<file path="config.mk">
export PLATFORM = sky130hd
export DESIGN_NAME = lsu_region_router_flat
export DESIGN_NICKNAME = d
export VERILOG_FILES = /design/src/rtl/lsu_region_router_if.sv /design/src/rtl/lsu_region_router.sv /design/src/flat_wrapper.sv
export SDC_FILE = /design/constraint.sdc
export NUM_CORES = 1
export LEC_CHECK = 0
export CAP_MARGIN = 0
export CELL_PAD_IN_SITES_DETAIL_PLACEMENT = 1
export CELL_PAD_IN_SITES_GLOBAL_PLACEMENT = 1
export CORE_MARGIN = 2
export CORE_UTILIZATION = 31
export CTS_BUF_LIST = sky130_fd_sc_hd__clkbuf_4 sky130_fd_sc_hd__clkbuf_8
export DETAILED_ROUTE_END_ITERATION = 6
export HOLD_SLACK_MARGIN = 0.1
export PLACE_DENSITY = 0.83
export SYNTH_ARGS = -nofsm -noshare
export SYNTH_HDL_FRONTEND = slang
export SYNTH_SLANG_ARGS = --single-unit
</file>
<file path="constraint.sdc">
create_clock -name i_clk -period 10.05 [get_ports i_clk]
set_input_delay 2.5125 -clock i_clk [delete_from_list [all_inputs] [get_ports i_clk]]
set_output_delay 2.5125 -clock i_clk [all_outputs]
set_load 0.005 [all_outputs]
</file>
<file path="src/rtl/lsu_region_router_if.sv">
// LSU-side request/response and region-side bus bundle for lsu_region_router.
// The router takes the slave modport; the LSU/region model side takes master.
interface lsu_region_router_if #(
  parameter int unsigned ADDR_W      = 32,
  parameter int unsigned NUM_REGIONS = 4
);
  logic                      i_req_valid;
  logic                      o_req_ready;
  logic [ADDR_W-1:0]         i_req_addr;
  logic                      i_req_we;
  logic [1:0]                i_req_size;
  logic [31:0]               i_req_wdata;
  logic [NUM_REGIONS-1:0]    o_rgn_sel;
  logic                      o_rgn_we;
  logic [ADDR_W-1:0]         o_rgn_addr;
  logic [3:0]                o_rgn_be;
  logic [31:0]               o_rgn_wdata;
  logic [NUM_REGIONS-1:0]    i_rgn_ack;
  logic [NUM_REGIONS*32-1:0] i_rgn_rdata;
  logic                      o_rsp_valid;
  logic [31:0]               o_rsp_rdata;
  logic                      o_rsp_err;

  modport master (
    output i_req_valid, i_req_addr, i_req_we, i_req_size, i_req_wdata, i_rgn_ack, i_rgn_rdata,
    input  o_req_ready, o_rgn_sel, o_rgn_we, o_rgn_addr, o_rgn_be, o_rgn_wdata,
           o_rsp_valid, o_rsp_rdata, o_rsp_err
  );

  modport slave (
    input  i_req_valid, i_req_addr, i_req_we, i_req_size, i_req_wdata, i_rgn_ack, i_rgn_rdata,
    output o_req_ready, o_rgn_sel, o_rgn_we, o_rgn_addr, o_rgn_be, o_rgn_wdata,
           o_rsp_valid, o_rsp_rdata, o_rsp_err
  );
endinterface

</file>
<file path="src/rtl/lsu_region_router.sv">
// Single-outstanding LSU-to-region router: region decode, byte enables, error responses.
// Optional ack watchdog enabled by defining ROUTER_TIMEOUT_EN.
module lsu_region_router #(
  parameter int unsigned            ADDR_W         = 32,
  parameter int unsigned            NUM_REGIONS    = 4,
  parameter int unsigned            SEL_LSB        = 8,
  parameter logic [NUM_REGIONS-1:0] REGION_EN      = 4'b0110,
  parameter int unsigned            TIMEOUT_CYCLES = 16
) (
  input logic                i_clk,
  input logic                i_rst,
  lsu_region_router_if.slave bus
);
  localparam int unsigned SEL_W = (NUM_REGIONS > 1) ? $clog2(NUM_REGIONS) : 1;
  localparam int unsigned HI_LSB = SEL_LSB + SEL_W;
  localparam logic [ADDR_W-1:0] HI_MASK =
      (HI_LSB >= ADDR_W) ? '0 : ({ADDR_W{1'b1}} << HI_LSB);

  typedef enum logic [1:0] {StIdle, StAccess, StResp} state_e;

  state_e            state_q, state_d;
  logic [ADDR_W-1:0] addr_q, addr_d;
  logic              we_q, we_d;
  logic [SEL_W-1:0]  idx_q, idx_d;
  logic [3:0]        be_q, be_d;
  logic [31:0]       wdata_q, wdata_d;
  logic [31:0]       rdata_q, rdata_d;
  logic              err_q, err_d;

  logic [SEL_W-1:0]  req_idx;
  logic              rgn_on, unmapped, misaligned, bad_size, req_err;
  logic [3:0]        req_be;
  logic [31:0]       req_wdata;
  logic              ack_hit;
  logic [31:0]       rgn_rdata;

  // Request decode, evaluated against the live request in IDLE.
  always_comb begin
    req_idx = bus.i_req_addr[SEL_LSB +: SEL_W];
    rgn_on  = 1'b0;
    for (int unsigned r = 0; r < NUM_REGIONS; r++) begin
      if (req_idx == SEL_W'(r) && REGION_EN[r]) rgn_on = 1'b1;
    end
    unmapped   = ((bus.i_req_addr & HI_MASK) != '0) || !rgn_on;
    misaligned = (bus.i_req_size == 2'b01 && bus.i_req_addr[0]) ||
                 (bus.i_req_size == 2'b10 && bus.i_req_addr[1:0] != 2'b00);
    bad_size   = (bus.i_req_size == 2'b11);
    req_err    = unmapped || misaligned || bad_size;

    case (bus.i_req_size)
      2'b00: begin
        req_be    = 4'b0001 << bus.i_req_addr[1:0];
        req_wdata = {4{bus.i_req_wdata[7:0]}};
      end
      2'b01: begin
        req_be    = 4'b0011 << bus.i_req_addr[1:0];
        req_wdata = {2{bus.i_req_wdata[15:0]}};
      end
      default: begin
        req_be    = 4'b1111;
        req_wdata = bus.i_req_wdata;
      end
    endcase
    if (!bus.i_req_we) req_be = 4'b1111;
  end

  // Only the selected region's ack and read word matter.
  always_comb begin
    ack_hit   = 1'b0;
    rgn_rdata = '0;
    for (int unsigned r = 0; r < NUM_REGIONS; r++) begin
      if (idx_q == SEL_W'(r)) begin
        ack_hit   = bus.i_rgn_ack[r];
        rgn_rdata = bus.i_rgn_rdata[r*32 +: 32];
      end
    end
  end

`ifdef ROUTER_TIMEOUT_EN
  localparam int unsigned CNT_W = (TIMEOUT_CYCLES > 0) ? $clog2(TIMEOUT_CYCLES + 1) : 1;
  logic [CNT_W-1:0] cnt_q, cnt_d;

  always_ff @(posedge i_clk or posedge i_rst) begin
    if (i_rst) cnt_q <= '0;
    else       cnt_q <= cnt_d;
  end
`else
  logic unused_timeout;
  assign unused_timeout = ^TIMEOUT_CYCLES;
`endif

  always_comb begin
    state_d = state_q;
    addr_d  = addr_q;
    we_d    = we_q;
    idx_d   = idx_q;
    be_d    = be_q;
    wdata_d = wdata_q;
    rdata_d = rdata_q;
    err_d   = err_q;
`ifdef ROUTER_TIMEOUT_EN
    cnt_d   = cnt_q;
`endif
    unique case (state_q)
      StIdle: begin
        if (bus.i_req_valid) begin
          addr_d  = bus.i_req_addr;
          we_d    = bus.i_req_we;
          idx_d   = req_idx;
          be_d    = req_be;
          wdata_d = req_wdata;
          rdata_d = '0;
          err_d   = req_err;
          state_d = req_err ? StResp : StAccess;
`ifdef ROUTER_TIMEOUT_EN
          cnt_d   = '0;
`endif
        end
      end
      StAccess: begin
        if (ack_hit) begin
          rdata_d = we_q ? 32'h0 : rgn_rdata;
          err_d   = 1'b0;
          state_d = StResp;
        end
`ifdef ROUTER_TIMEOUT_EN
        else if (cnt_q == CNT_W'(TIMEOUT_CYCLES)) begin
          rdata_d = '0;
          err_d   = 1'b1;
          state_d = StResp;
        end else begin
          cnt_d = cnt_q + 1'b1;
        end
`endif
      end
      StResp:  state_d = StIdle;
      default: state_d = StIdle;
    endcase
  end

  always_ff @(posedge i_clk or posedge i_rst) begin
    if (i_rst) begin
      state_q <= StIdle;
      addr_q  <= '0;
      we_q    <= 1'b0;
      idx_q   <= '0;
      be_q    <= '0;
      wdata_q <= '0;
      rdata_q <= '0;
      err_q   <= 1'b0;
    end else begin
      state_q <= state_d;
      addr_q  <= addr_d;
      we_q    <= we_d;
      idx_q   <= idx_d;
      be_q    <= be_d;
      wdata_q <= wdata_d;
      rdata_q <= rdata_d;
      err_q   <= err_d;
    end
  end

  // Region bus is driven only in ACCESS, response fields only in RESP.
  always_comb begin
    bus.o_req_ready = (state_q == StIdle);
    for (int unsigned r = 0; r < NUM_REGIONS; r++) begin
      bus.o_rgn_sel[r] = (state_q == StAccess) && (idx_q == SEL_W'(r));
    end
    bus.o_rgn_we    = (state_q == StAccess) && we_q;
    bus.o_rgn_addr  = (state_q == StAccess) ? addr_q  : '0;
    bus.o_rgn_be    = (state_q == StAccess) ? be_q    : '0;
    bus.o_rgn_wdata = (state_q == StAccess) ? wdata_q : '0;
    bus.o_rsp_valid = (state_q == StResp);
    bus.o_rsp_rdata = (state_q == StResp) ? rdata_q : '0;
    bus.o_rsp_err   = (state_q == StResp) && err_q;
  end
endmodule

</file>
<file path="src/flat_wrapper.sv">
// flat-port wrapper written by rule: the top's interface ports become plain ports
module lsu_region_router_flat 
#(
  parameter int unsigned            ADDR_W         = 32,
  parameter int unsigned            NUM_REGIONS    = 4,
  parameter int unsigned            SEL_LSB        = 8,
  parameter logic [NUM_REGIONS-1:0] REGION_EN      = 4'b0110,
  parameter int unsigned            TIMEOUT_CYCLES = 16
)
  (i_clk, i_rst, bus_i_req_valid, bus_i_req_addr, bus_i_req_we, bus_i_req_size, bus_i_req_wdata, bus_i_rgn_ack, bus_i_rgn_rdata, bus_o_req_ready, bus_o_rgn_sel, bus_o_rgn_we, bus_o_rgn_addr, bus_o_rgn_be, bus_o_rgn_wdata, bus_o_rsp_valid, bus_o_rsp_rdata, bus_o_rsp_err);
  lsu_region_router_if #(.ADDR_W(ADDR_W), .NUM_REGIONS(NUM_REGIONS)) bus_i ();
  input logic i_clk;
  input logic i_rst;
  input wire logic [$bits(bus_i.i_req_valid)-1:0] bus_i_req_valid;
  input wire logic [$bits(bus_i.i_req_addr)-1:0] bus_i_req_addr;
  input wire logic [$bits(bus_i.i_req_we)-1:0] bus_i_req_we;
  input wire logic [$bits(bus_i.i_req_size)-1:0] bus_i_req_size;
  input wire logic [$bits(bus_i.i_req_wdata)-1:0] bus_i_req_wdata;
  input wire logic [$bits(bus_i.i_rgn_ack)-1:0] bus_i_rgn_ack;
  input wire logic [$bits(bus_i.i_rgn_rdata)-1:0] bus_i_rgn_rdata;
  output wire logic [$bits(bus_i.o_req_ready)-1:0] bus_o_req_ready;
  output wire logic [$bits(bus_i.o_rgn_sel)-1:0] bus_o_rgn_sel;
  output wire logic [$bits(bus_i.o_rgn_we)-1:0] bus_o_rgn_we;
  output wire logic [$bits(bus_i.o_rgn_addr)-1:0] bus_o_rgn_addr;
  output wire logic [$bits(bus_i.o_rgn_be)-1:0] bus_o_rgn_be;
  output wire logic [$bits(bus_i.o_rgn_wdata)-1:0] bus_o_rgn_wdata;
  output wire logic [$bits(bus_i.o_rsp_valid)-1:0] bus_o_rsp_valid;
  output wire logic [$bits(bus_i.o_rsp_rdata)-1:0] bus_o_rsp_rdata;
  output wire logic [$bits(bus_i.o_rsp_err)-1:0] bus_o_rsp_err;
  assign bus_i.i_req_valid = bus_i_req_valid;
  assign bus_i.i_req_addr = bus_i_req_addr;
  assign bus_i.i_req_we = bus_i_req_we;
  assign bus_i.i_req_size = bus_i_req_size;
  assign bus_i.i_req_wdata = bus_i_req_wdata;
  assign bus_i.i_rgn_ack = bus_i_rgn_ack;
  assign bus_i.i_rgn_rdata = bus_i_rgn_rdata;
  assign bus_o_req_ready = bus_i.o_req_ready;
  assign bus_o_rgn_sel = bus_i.o_rgn_sel;
  assign bus_o_rgn_we = bus_i.o_rgn_we;
  assign bus_o_rgn_addr = bus_i.o_rgn_addr;
  assign bus_o_rgn_be = bus_i.o_rgn_be;
  assign bus_o_rgn_wdata = bus_i.o_rgn_wdata;
  assign bus_o_rsp_valid = bus_i.o_rsp_valid;
  assign bus_o_rsp_rdata = bus_i.o_rsp_rdata;
  assign bus_o_rsp_err = bus_i.o_rsp_err;
  lsu_region_router #(.ADDR_W(ADDR_W), .NUM_REGIONS(NUM_REGIONS), .SEL_LSB(SEL_LSB), .REGION_EN(REGION_EN), .TIMEOUT_CYCLES(TIMEOUT_CYCLES)) u_core (.i_clk(i_clk), .i_rst(i_rst), .bus(bus_i));
endmodule
</file>
Yosys cells after proc, flatten, opt, wreduce, memory -nomap -nowiden
Cells that the tools add are included.
Cells by class
  multiplexer cells: 28
  shifts and indexed selects: 2
  equal/unequal tests: 12
  magnitude comparators: 0
  bitwise operators: 0
  reductions and logical operators: 22
  multiply operators: 0
  div/mod/pow operators: 0
  $add $sub $neg: 0
Operators with widths (number)
  $mux W32: 10
  $pmux W32 S2: 2
  $reduce_bool A32 Y1: 1
  $eq A2 B2 Y1 const B: 6
  $eq A2 B1 Y1 const B: 4
  $logic_and A1 B1 Y1: 8
  $mux W1: 8
  $mux W4: 2
  $pmux W4 S2: 1
  $logic_not A2 Y1: 3
  $mux W2: 3
  $logic_or A1 B1 Y1: 4
  $pmux W2 S2: 1
  $reduce_and A2 Y1: 2
  $reduce_bool A2 Y1: 2
  $shl A1 B2 Y4 const A: 1
  $shl A2 B2 Y4 const A: 1
  $reduce_and A3 Y1: 1
  $ne A2 B1 Y1 const B: 1
  $ne A2 B2 Y1 const B: 1
  $pmux W1 S2: 1
  $logic_not A1 Y1: 1
Storage, ports and cells
  bits in latches: 0
  memories: 0
  logic and storage cells: 72
  memory bits (writable): 0
  register bits: 106
  output and inout port bits: 108
  input bits: 202
  bits in read-only memories: 0

Logic depth before layout (Yosys ltp)
Gate-level depths: netlist (run 1).
  depth in word-level cells: 10
  depth in mapped cells: 8
  mapped depth without buffers: 4

Worst setup path before layout (run 1)
OpenSTA, ideal clock, no wires.
  path kind: reg2out
  start point: register u_core.state_q[0]
  end point: output port bus_o_rgn_addr[21]
  cell stages (with the launch flop): 6
  path slack: 6206 ps
  data required time: 7537 ps
  buffers on the path: 3
  arrival time: 1331 ps
  cells stage by stage: dfrtp_1 -> nor2b_1 -> clkbuf_1 -> clkbuf_1 -> clkbuf_1 -> and2_1
On the way
  word-level cells in the longest chain between the ends: 2
RTL lines
  start: declaration: RTL line lsu_region_router.sv:21  | state_e state_q, state_d;
  start signal: assignment: RTL line lsu_region_router.sv:143  | state_q <= StIdle;
  start signal: assignment: RTL line lsu_region_router.sv:152  | state_q <= state_d;
  $eq A2 B1 Y1: RTL line lsu_region_router.sv:170  | bus.o_rgn_addr = (state_q == StAccess) ? addr_q : '0;
  $mux W32: RTL line lsu_region_router.sv:170
  end: declaration: RTL line flat_wrapper.sv:24  | output wire logic [$bits(bus_i.o_rgn_addr)-1:0] bus_o_rgn_addr;
No other way between the ends.

Worst setup path in the final report (run 1)
  start point: register u_core.state_q[1]
  end point: output port bus_o_rgn_addr[16]
The elaborated chain is that of the path after synthesis.

==> metrics.md, run 1 <==
| Metric | Value |
|---|---|
| Largest net degree at the start of global routing | 82 |
| Setup TNS | 0 ns |
| Synth unique cells | 31 |
| Relative slew margins | 28.7% |
| Clock transition at path regs | 0.10 ns |
| R2R Setup Slk | 7.35 ns |
| Worst clock skew | 0.00850 ns |
| CTS H-tree lvls | 3 |
| DRC violations left | 0 |
| Core Area | 18,700 um2 |
| Port buffer count | 309 |
| IO Count | 310 |
| Least-Margin Pin Slew | 1.07 ns |
| Pre-CTS WS | 5.20 ns |
| Sequential area share after synthesis | 44.0% |
| Post-layout min period | 5.27 ns |
| Syn_area_per_cell | 9.10 um2 |
| Worst setup path class | flop to primary output |
| Setup WS post-layout | 4.78 ns |
| Final count of negative-setup-slack endpoints | 0 |
| Insertion delay to the later sink of the worst-skew pair | 0.37 ns |
| Kind of launch point of the worst setup path | flop |
| Pwr dens | 112 nW/um2 |
| Synth Area in Adders | 0% |
| Peak VDD IR | 0.0000572 V |
| Die height | 142 um |
| Number of CTS-inserted buffers | 9 |
| Fill count | 2,162 |
| Hold_buf cts | 0 |
| Max Root-Sink Buffers | 2 |
| Routed Antenna Nets | 0 |
| CP Capture Type | primary output |
| Simple-Gate Fraction of Synth Area | 27.1% |
| Antenna Cells | 0 |
| Initial antenna violation count | 1 |
| First DRT Iteration DRCs | 215 |
| Slew Limit Fails | 0 |
| Seq cells post-synth | 104 |
| CTS tree | built |
| WP data required | 7.54 ns |
| Starting Density | 31.6% |
| Layout cell share with drive strength beyond 1 | 7.09% |
| Drt wl/cell | 19.4 um |
| All-Layer GR Usage | 22.0% |
| CP Max Fanout | 70 |
| CP max-delay cell | dfrtp_1 |
| Final core occ | 50.2% |
| Crit path largest cell delay | 0.79 ns |
| Multiplexer share of the synthesized area | 16.6% |
| Mapped cell area | 5920 um2 |
| Total of warnings raised by yosys | 0 |
| Congestion Overflow GR | 0 |
| Net Count, Synth | 852 |
| Layout area overhead | 58.9% |
| DP HPWL | 17.3 mm |
| Synthesized instance count | 650 |
| Post_cts resized | 0 |
| Complex-gate fraction of the synthesized area | 7.42% |
| Number of global-route vias before repair | 6,174 |
| NumNets Final | 1,128 |
| Number of maximum-capacitance violations | 0 |
| Hold Path Class | flop to flop |
| Status | complete, no violations |
| Global-route wire length before repair | 34.3 mm |
| Achievable clock frequency | 190 MHz |
| DRT Wirelength | 22.6 mm |
| # rows | 50 |
| Power, Total | 0.00106 W |
| Fin. Hold Viols | 0 |
| Vias | 5,672 |
| Die ar. | 20,200 um2 |
| Area of the multi-input gates | 3070 um2 |
| Leak pwr | 3.98 nW |
| Tcrit/Tclk final | 52.4% |
| RSZ-0062 raised after global routing | false |
| CP cell instances | nor2b_4 > buf_4 > and2_1 > clkdlybuf4s50_1 |
| WP data arrival | 2.76 ns |
| Clock sink count | 104 |
| Global placement routability congestion | 0.820 |
| Via density per instance | 4.87 |
| FF/Latch Area | 2600 um2 |
| Die extent in x | 142 um |
| Synth Area in XOR/XNOR | 0.296% |
| Setup Fix Bufs, Post-CTS | 0 |
| Clk root buf | clkbuf_8 |
| Largest family of logic cells by synthesized area | simple AND/OR/NAND/NOR gates |
| Drt first pass iters | 6 |
## synthesized netlist by cell type
cell type,count,area share (%)
buf_4,5,0.63
a21oi_1,26,2.2
buf_1,4,0.25
nor2b_1,6,0.63
buf_6,4,0.76
and2_1,69,7.3
inv_1,4,0.25
nor2_1,29,1.8
o2bb2ai_1,1,0.15
nor3_1,2,0.17
nor3b_1,2,0.25
xor2_1,1,0.15
dfrtp_1,104,44
nand2b_1,1,0.11
mux2i_1,24,4.1
nand4_1,1,0.11
mux4_2,33,13
a211oi_1,1,0.13
nor4_1,5,0.53
o21a_1,1,0.13
and3_1,34,3.6
clkbuf_1,36,2.3
nor2_2,1,0.11
o21ai_0,38,3.2
o21ai_1,9,0.76
buf_2,4,0.34
a31oi_1,4,0.42
o211ai_1,2,0.25
a221o_1,1,0.17
xnor2_1,1,0.15
nand2_1,197,13
## stage by stage
step / cell area [um2] / cells / hold slack (ns)
2_1_floorplan: 5920 / 650 / 0.437
6_report: 9400 / 1165 / 0.475
5_1_grt: 9400 / 1165 / 0.512
3_3_place_gp: 9150 / 1149 / 0.450
4_1_cts: 9400 / 1165 / 0.483
3_5_place_dp: 9150 / 1149 / 0.456
## state kept, by name (all words and copies together), names as in the netlist
register,flops
u_core.rdata_q,32
u_core.addr_q,31
u_core.err_q,1
u_core.wdata_q,32
u_core.we_q,1
u_core.idx_q,1
u_core.state_q,2
u_core.be_q,4
## cells in the final DEF, fill, tap and decap left out
cell,count
and3_1,34
mux4_2,33
inv_4,1
dfrtp_1,103
o21ai_1,9
xnor2_1,1
clkbuf_8,10
dfrtp_2,1
nor2b_4,1
a221o_1,1
nor3b_1,1
clkdlybuf4s50_1,309
nor2b_1,5
a21oi_4,1
nor4_1,5
nand2_2,1
nor3_1,2
a21oi_1,25
bufinv_16,3
o2bb2ai_1,1
buf_4,9
and2_1,69
a211oi_1,1
inv_1,3
mux2i_1,24
nor2_1,28
o21ai_0,38
nor2_2,2
clkinv_4,1
nand4_1,1
a31oi_1,4
nand2b_1,1
o211ai_1,2
nor3b_2,1
xor2_1,1
nand2_1,196
clkbuf_4,1
clkinv_2,1
o21a_1,1
## layout make-up
cell class	instances	share of cell area, %
timing repair buffer	318	33.6
multi-input combinational	489	32.7
sequential	104	27.7
tap	234	3.12
clock buffer	11	1.54
clock inverter	5	1.11
inverter	4	0.186
## logic make-up (layout without fill, tap and decap cells)
group | Yosys count | after routing
AOI/OAI and AO/OA | 83 | 83
buffers and inverters | 57 | 338
muxes | 57 | 57
and+or+nand+nor | 347 | 347
DFF | 104 | 104
xor gates and xnor gates | 2 | 2
## layer usage
metal | wire length, um | share of wire (%) | GRT usage (%)
met4 | 716 | 3.2 | 8.58
met1 | 9120 | 40 | 26.0
met2 | 11400 | 50 | 38.8
met3 | 1440 | 6.3 | 4.95
met5 | 0 | 0 | 0
## report_power, final
group	leakage [nW]	internal, W	switching (W)
combinational	2.55	0.000139	0.000107
sequential	1.30	0.000459	0.0000280
clock	0.127	0.000175	0.000148
total	3.98	0.000772	0.000283
## worst max-delay path: cells and delay by family, from the launching register on
kind                   cells  cell delay, ns
flip-flops                 1            0.79
AND/OR/NAND/NOR            2            0.47
buffers and inverters      2            1.05
## final timing paths
check,from,to,cells past startpoint
min in group asynchronous,i_rst,u_core.wdata_q[26],2
worst min register to register,u_core.addr_q[16],u_core.addr_q[16],2
worst min-delay path,u_core.addr_q[16],u_core.addr_q[16],2
worst max-delay path,u_core.state_q[1],bus_o_rgn_addr[16],4
worst max register to register,u_core.idx_q[0],u_core.rdata_q[25],5
max in group asynchronous,i_rst,u_core.addr_q[22],3
No activity file was read; power rests on OpenSTA's default activity.
==> run 2, diff against run 1 <==
--- a/config.mk
+++ b/config.mk
@@ -9,11 +9,11 @@
 export CELL_PAD_IN_SITES_DETAIL_PLACEMENT = 1
 export CELL_PAD_IN_SITES_GLOBAL_PLACEMENT = 1
 export CORE_MARGIN = 2
-export CORE_UTILIZATION = 31
+export CORE_UTILIZATION = 26
 export CTS_BUF_LIST = sky130_fd_sc_hd__clkbuf_4 sky130_fd_sc_hd__clkbuf_8
 export DETAILED_ROUTE_END_ITERATION = 6
 export HOLD_SLACK_MARGIN = 0.1
-export PLACE_DENSITY = 0.83
+export PLACE_DENSITY = 0.74
 export SYNTH_ARGS = -nofsm -noshare
 export SYNTH_HDL_FRONTEND = slang
 export SYNTH_SLANG_ARGS = --single-unit
==> constraint.sdc (replaced) <==
create_clock -name i_clk -period 4.31 [get_ports i_clk]
set_input_delay 1.0775 -clock i_clk [delete_from_list [all_inputs] [get_ports i_clk]]
set_output_delay 1.0775 -clock i_clk [all_outputs]
set_load 0.005 [all_outputs]
==> run 2 against run 1 <==
Compared with the run above:
- total power up 120%
- die area up 19%
- critical endpoint is now bus_o_rgn_be[0]
- register-to-register slack worse by 5.6 ns
==> metrics.md, run 2 (same netlist as run 1, synthesis figures left out) <==
| Metric | Value |
|---|---|
| Drt wl/cell | 18.9 um (-2.8%) |
| Setup Fix Bufs, Post-CTS | 0 (unchanged) |
| Layout area overhead | 59.5% |
| Met1 usage in global routing | 23.9% (-2.1 points) |
| Layout cell share with drive strength beyond 1 | 7.49% (+0.41 points) |
| Max Root-Sink Buffers | 2 (unchanged) |
| Die height | 155 um (+8.9%) |
| DRC violations left | 0 (unchanged) |
| Clock sink count | 104 (unchanged) |
| Achievable clock frequency | 282 MHz |
| Hold Crit Depth | 2 (unchanged) |
| DRT Wirelength | 23.1 mm (+1.9%) |
| Global placement routability congestion | 0.809 (-1.4%) |
| Core Area | 22,500 um2 (+20%) |
| CTS H-tree lvls | 3 (unchanged) |
| Hold_buf cts | 0 (unchanged) |
| Most common cell after layout, fill and taps aside | clkdlybuf4s50_1 |
| Leak pwr | 3.96 nW (-0.55%) |
| Final count of negative-setup-slack endpoints | 0 (unchanged) |
| Number of global-route vias before repair | 5,911 (-4.3%) |
| Least-Margin Pin Slew | 0.997 ns (-0.0718 ns) |
| Vias | 5,715 (+0.76%) |
| Routed Antenna Nets | 0 (unchanged) |
| M2 GR Usage | 32.4% (-6.4 points) |
| Post_cts resized | 0 (unchanged) |
| Hold path start | u_core.be_q[2] |
| GR Layer Usage met3 | 4.40% (-0.55 points) |
| RR Endpoint | u_core.rdata_q[3] |
| Pwr dens | 245 nW/um2 (+120%) |
| Relative slew margins | 33.5% (+4.8 points) |
| Worst setup path class | flop to primary output |
| Clk root buf | clkbuf_8 |
| Initial antenna violation count | 3 (+2) |
| RSZ-0062 raised after global routing | false |
| # rows | 55 (+10%) |
| Die extent in x | 155 um (+8.9%) |
| Worst clock skew | 0.0161 ns (+0.00758 ns) |
| Slew Limit Fails | 0 (unchanged) |
| Largest net degree at the start of global routing | 66 (-20%) |
| Congestion Overflow GR | 0 (unchanged) |
| Die ar. | 24,000 um2 (+19%) |
| Status | complete, no violations |
| WP data required | 3.23 ns (-4.31 ns) |
| Min-Delay Endpoint | u_core.be_q[2] |
| Number of maximum-capacitance violations | 0 (unchanged) |
| All-Layer GR Usage | 18.9% (-3.1 points) |
| Number of CTS-inserted buffers | 9 (unchanged) |
| Setup TNS | 0 ns (unchanged) |
| Peak VDD IR | 0.000143 V (+150%) |
| GRT busiest layer | met2 |
| Tcrit/Tclk final | 82.2% |
| WP data arrival | 2.46 ns (-0.30 ns) |
| Kind of launch point of the worst setup path | flop |
| Drt first pass iters | 4 (-2) |
| IO Count | 310 (unchanged) |
| Clock transition at path regs | 0.10 ns (about the same) |
| First DRT Iteration DRCs | 231 (+7.4%) |
| CP Capture Type | primary output |
| Most frequent cells in the layout | 309 x clkdlybuf4s50_1, 196 x nand2_1, 102 x dfrtp_1 |
| Starting Density | 26.3% (-5.3 points) |
| Power, Total | 0.00231 W (+120%) |
| Global-route wire length before repair | 34.8 mm (+1.5%) |
| Worst reg2reg path depth | 4 (-1) |
| NumNets Final | 1,131 (+0.27%) |
| Via density per instance | 4.68 (-3.9%) |
| Insertion delay to the later sink of the worst-skew pair | 0.38 ns (about the same) |
| Largest registers | u_core.rdata_q: 32 flops, u_core.wdata_q: 32 flops, u_core.addr_q: 31 flops |
| CTS tree | built |
| Port buffer count | 309 (unchanged) |
| FF-to-FF Start | u_core.addr_q[9] |
| CP Max Fanout | 46 (-34%) |
| Post-layout min period | 3.54 ns |
| Hold Path Class | flop to flop |
| DP HPWL | 17.5 mm (+1.5%) |
| Fin. Hold Viols | 0 (unchanged) |
| R2R Setup Slk | 1.74 ns (-5.61 ns) |
run 2: cell type report:
| class | instances | area, um2 |
|---|---|---|
| inverters | 4 | 17.5 |
| fillers | 2597 | 13100 |
| clock buffers | 11 | 139 |
| well taps | 285 | 357 |
| repair buffers | 321 | 3200 |
| clock inverters | 5 | 40.0 |
| diodes | 2 | 5.00 |
| flip-flops and latches | 104 | 2610 |
| multi-input cells | 489 | 3070 |
run 2: layer usage:
metal	wire, um	vias to the layer above
li1	-	2737
met1	9940	2766
met2	11300	187
met3	1430	25
met4	426	0
met5	0	-
run 2: worst max path at each step:
| stage | start | end | cells past startpoint | slack (ns) |
|---|---|---|---|---|
| after floorplan | i_rst | u_core.addr_q[0] | 1 | 0.50 |
| after global placement | bus_i_req_size[0] | u_core.wdata_q[14] | 4 | 1.18 |
| after detailed placement | bus_i_req_size[0] | u_core.wdata_q[12] | 4 | 1.15 |
| after CTS | u_core.state_q[0] | bus_o_rgn_be[0] | 4 | 0.72 |
| after global routing | u_core.state_q[0] | bus_o_rgn_be[0] | 4 | 0.58 |
| final | u_core.state_q[0] | bus_o_rgn_be[0] | 4 | 0.77 |
run 2: through the flow:
step	std cells	area [um2]	worst slack (ns)	util (%)	hold WS, ns
after global placement	1203	9250	1.18	41.1	0.449
after detailed placement	1203	9250	1.15	41.1	0.455
after global routing	1220	9430	0.576	41.9	0.509
final	1221	9430	0.769	41.9	0.475
after floorplan	650	5920	0.500	-	0.437
after CTS	1219	9430	0.719	41.9	0.482
run 2: where the power goes:
group          switching, W  internal, W
Clock              0.000372     0.000229
Combinational      0.000229     0.000325
Sequential        0.0000842      0.00107
run 2: critical path, cell delays in order, from the launching register on:
cell and delay, ns:
dfrtp_1 0.49, nor2b_4 0.59, buf_12 0.29, and2_1 0.15, clkdlybuf4s50_1 0.55
==> run 3, diff against run 2 <==
==> constraint.sdc (replaced) <==
create_clock -name i_clk -period 3.13 [get_ports i_clk]
set_input_delay 0.7825 -clock i_clk [delete_from_list [all_inputs] [get_ports i_clk]]
set_output_delay 0.7825 -clock i_clk [all_outputs]
set_load 0.005 [all_outputs]
==> run 3 against run 2 <==
Compared with the run above:
- total power grew 42%
- sequential power grew 35%
- via count shrank 0.23%
- combinational power grew 45%
- global-route usage is essentially flat
- clock power grew 52%
==> metrics.md, run 3 (same netlist as run 1, synthesis figures left out) <==
| Metric | Value |
|---|---|
| Die extent in x | 155 um (unchanged) |
| Largest registers | u_core.rdata_q: 32 flops, u_core.wdata_q: 32 flops, u_core.addr_q: 31 flops |
| WP data required | 2.35 ns (-0.88 ns) |
| All-Layer GR Usage | 18.9% (about the same) |
| Initial antenna violation count | 1 (-2) |
| Setup TNS | 0 ns (unchanged) |
| Layout area overhead | 61.3% |
| Status | complete, no violations |
| Insertion delay to the later sink of the worst-skew pair | 0.39 ns (about the same) |
| NumNets Final | 1,135 (+0.35%) |
| Min-Delay Endpoint | u_core.addr_q[11] |
| Vias | 5,702 (-0.23%) |
| Crit path max-delay family | buffers and inverters |
| Placed insts | 1,207 (+0.33%) |
| Post-layout min period | 2.93 ns |
| Drt wl/cell | 18.6 um (-1.6%) |
| First DRT Iteration DRCs | 210 (-9.1%) |
| Drt first pass iters | 5 (+1) |
| R2R Setup Slk | 0.94 ns (-0.80 ns) |
| Routed Antenna Nets | 0 (unchanged) |
| Tcrit/Tclk final | 93.5% |
| # rows | 55 (unchanged) |
| Congestion Overflow GR | 0 (unchanged) |
| Hold Path Class | flop to flop |
| Fill count | 2,573 (-0.92%) |
| Number of maximum-capacitance violations | 0 (unchanged) |
| Via density per instance | 4.65 (-0.55%) |
| Kind of launch point of the worst setup path | flop |
| CP Capture Type | primary output |
| Hold path start | u_core.addr_q[11] |
| Hold_buf cts | 0 (unchanged) |
| DP HPWL | 17.5 mm (-0.21%) |
| Worst clock skew | 0.0125 ns (-0.00356 ns) |
| RR Endpoint | u_core.rdata_q[24] |
| Buffers and inverters on the worst path | 2 (unchanged) |
| CTS H-tree lvls | 3 (unchanged) |
| Least-Margin Pin Slew | 0.690 ns (-0.307 ns) |
| IO Count | 310 (unchanged) |
| Number of global-route vias before repair | 6,115 (+3.5%) |
| Leak pwr | 4.00 nW (+1.2%) |
| Sw frac | 28.4% (-1.3 points) |
| CP Max Fanout | 69 (+50%) |
| Non-Filler Instances | 1,225 (+0.33%) |
| Worst setup path class | flop to primary output |
| Global placement routability congestion | 0.802 (-0.89%) |
| Post_cts resized | 0 (unchanged) |
| CP max-delay cell | clkdlybuf4s50_1 |
| Sw power | 0.000929 W (+36%) |
| Layout cell share with drive strength beyond 1 | 7.89% (+0.39 points) |
| Most frequent cells in the layout | 309 x clkdlybuf4s50_1, 196 x nand2_1, 102 x dfrtp_1 |
| Clock sink count | 104 (unchanged) |
| Peak VDD IR | 0.000260 V (+81%) |
| Worst reg2reg path depth | 5 (+1) |
| Global-route wire length before repair | 34.7 mm (-0.16%) |
| Comb power frac | 24.6% (+0.6 points) |
| Achievable clock frequency | 342 MHz |
| Starting Density | 26.3% (unchanged) |
| Core Area | 22,500 um2 (unchanged) |
| DRT Wirelength | 22.8 mm (-1.2%) |
| Max Root-Sink Buffers | 2 (unchanged) |
| Port buffer count | 309 (unchanged) |
| Final count of negative-setup-slack endpoints | 0 (unchanged) |
| Clock power frac | 27.9% (+1.9 points) |
| FF-to-FF Start | u_core.addr_q[9] |
| CTS tree | built |
| Seq pwr share | 47.5% (-2.5 points) |
| Die height | 155 um (unchanged) |
| Slew Limit Fails | 0 (unchanged) |
| Die ar. | 24,000 um2 (unchanged) |
| Most common cell after layout, fill and taps aside | clkdlybuf4s50_1 |
| WP data arrival | 2.14 ns (-0.32 ns) |
| DRC violations left | 0 (unchanged) |
| Relative slew margins | 54.0% (+20 points) |
| Fin. Hold Viols | 0 (unchanged) |
| Pwr dens | 343 nW/um2 (+40%) |
| Hold Crit Depth | 2 (unchanged) |
| Clock transition at path regs | 0.10 ns (about the same) |
| Setup Fix Bufs, Post-CTS | 0 (unchanged) |
| Number of CTS-inserted buffers | 9 (unchanged) |
| CP cell instances | nor2b_4 > buf_12 > and3_1 > clkdlybuf4s50_1 |
| Largest net degree at the start of global routing | 105 (+59%) |
| Int Pwr | 0.00234 W (+44%) |
| Crit path largest cell delay | 0.51 ns (-0.08 ns) |
| Clk root buf | clkbuf_8 |
| RSZ-0062 raised after global routing | false |
## run 3: cell count changes in the layout (fill, tap and decap cells not counted)
cell	change
clkbuf_8	+1
clkinv_2	-1
inv_6	+1
buf_12	+4
bufinv_16	+1
inv_8	-1
clkinv_4	+1
clkbuf_4	-1
inv_4	-1
## run 3: power groups by stage
stage	clock, W	sequential [W]	combinational [W]
2_1_floorplan	0	0.00154	0.000432
3_3_place_gp	0	0.00157	0.000801
3_5_place_dp	0	0.00158	0.000815
4_1_cts	0.000956	0.00155	0.000818
5_1_grt	0.000999	0.00157	0.000882
6_report	0.000914	0.00155	0.000803
## run 3: metal layers
layer / vias up / track usage (%) / wire length, um / share of wire, %
met5: - / 0 / 0 / 0
met4: 0 / 6.35 / 503 / 2.2
met3: 31 / 4.79 / 1560 / 6.8
met2: 181 / 32.7 / 11300 / 50
met1: 2747 / 22.9 / 9450 / 41
li1: 2743 / - / - / -
## run 3: final cells by class
type / count / area, um2 / share of cell area, %
timing repair buffer: 325 / 3280 / 34.3
multi-input combinational: 489 / 3070 / 32.2
sequential: 104 / 2610 / 27.3
tap: 285 / 357 / 3.74
clock buffer: 11 / 145 / 1.52
clock inverter: 5 / 63.8 / 0.669
inverter: 4 / 18.8 / 0.197
antenna: 2 / 5.00 / 0.0524
## run 3: how the worst max path moves through the flow
stage	start	endpoint	slack (ns)	cells past startpoint
global route	u_core.state_q[0]	bus_o_rgn_sel[3]	0.05	4
finish	u_core.state_q[0]	bus_o_rgn_sel[3]	0.20	4
floorplan	u_core.state_q[0]	bus_o_rgn_addr[21]	1.02	5
CTS	u_core.state_q[0]	bus_o_rgn_sel[3]	0.15	4
global placement	bus_i_req_size[0]	u_core.state_q[1]	0.59	5
detailed placement	bus_i_req_size[0]	u_core.wdata_q[13]	0.58	4
## run 3: metrics by stage
stage	hold slack [ns]	total power (W)	worst slack (ns)	cell area (um2)	utilization, %
finish	0.474	0.00327	0.203	9540	42.4
floorplan	0.437	0.00197	1.02	5920	-
global placement	0.448	0.00237	0.592	9330	41.5
detailed placement	0.454	0.00240	0.576	9330	41.5
CTS	0.480	0.00333	0.146	9540	42.4
global route	0.495	0.00345	0.0525	9540	42.4
## run 3: worst register-to-register path, stage by stage, from the launching register on
cell and delay (ns):
dfrtp_2 0.57, buf_4 0.42, mux4_2 0.46, a21oi_4 0.20, buf_12 0.26, o21ai_0 0.16
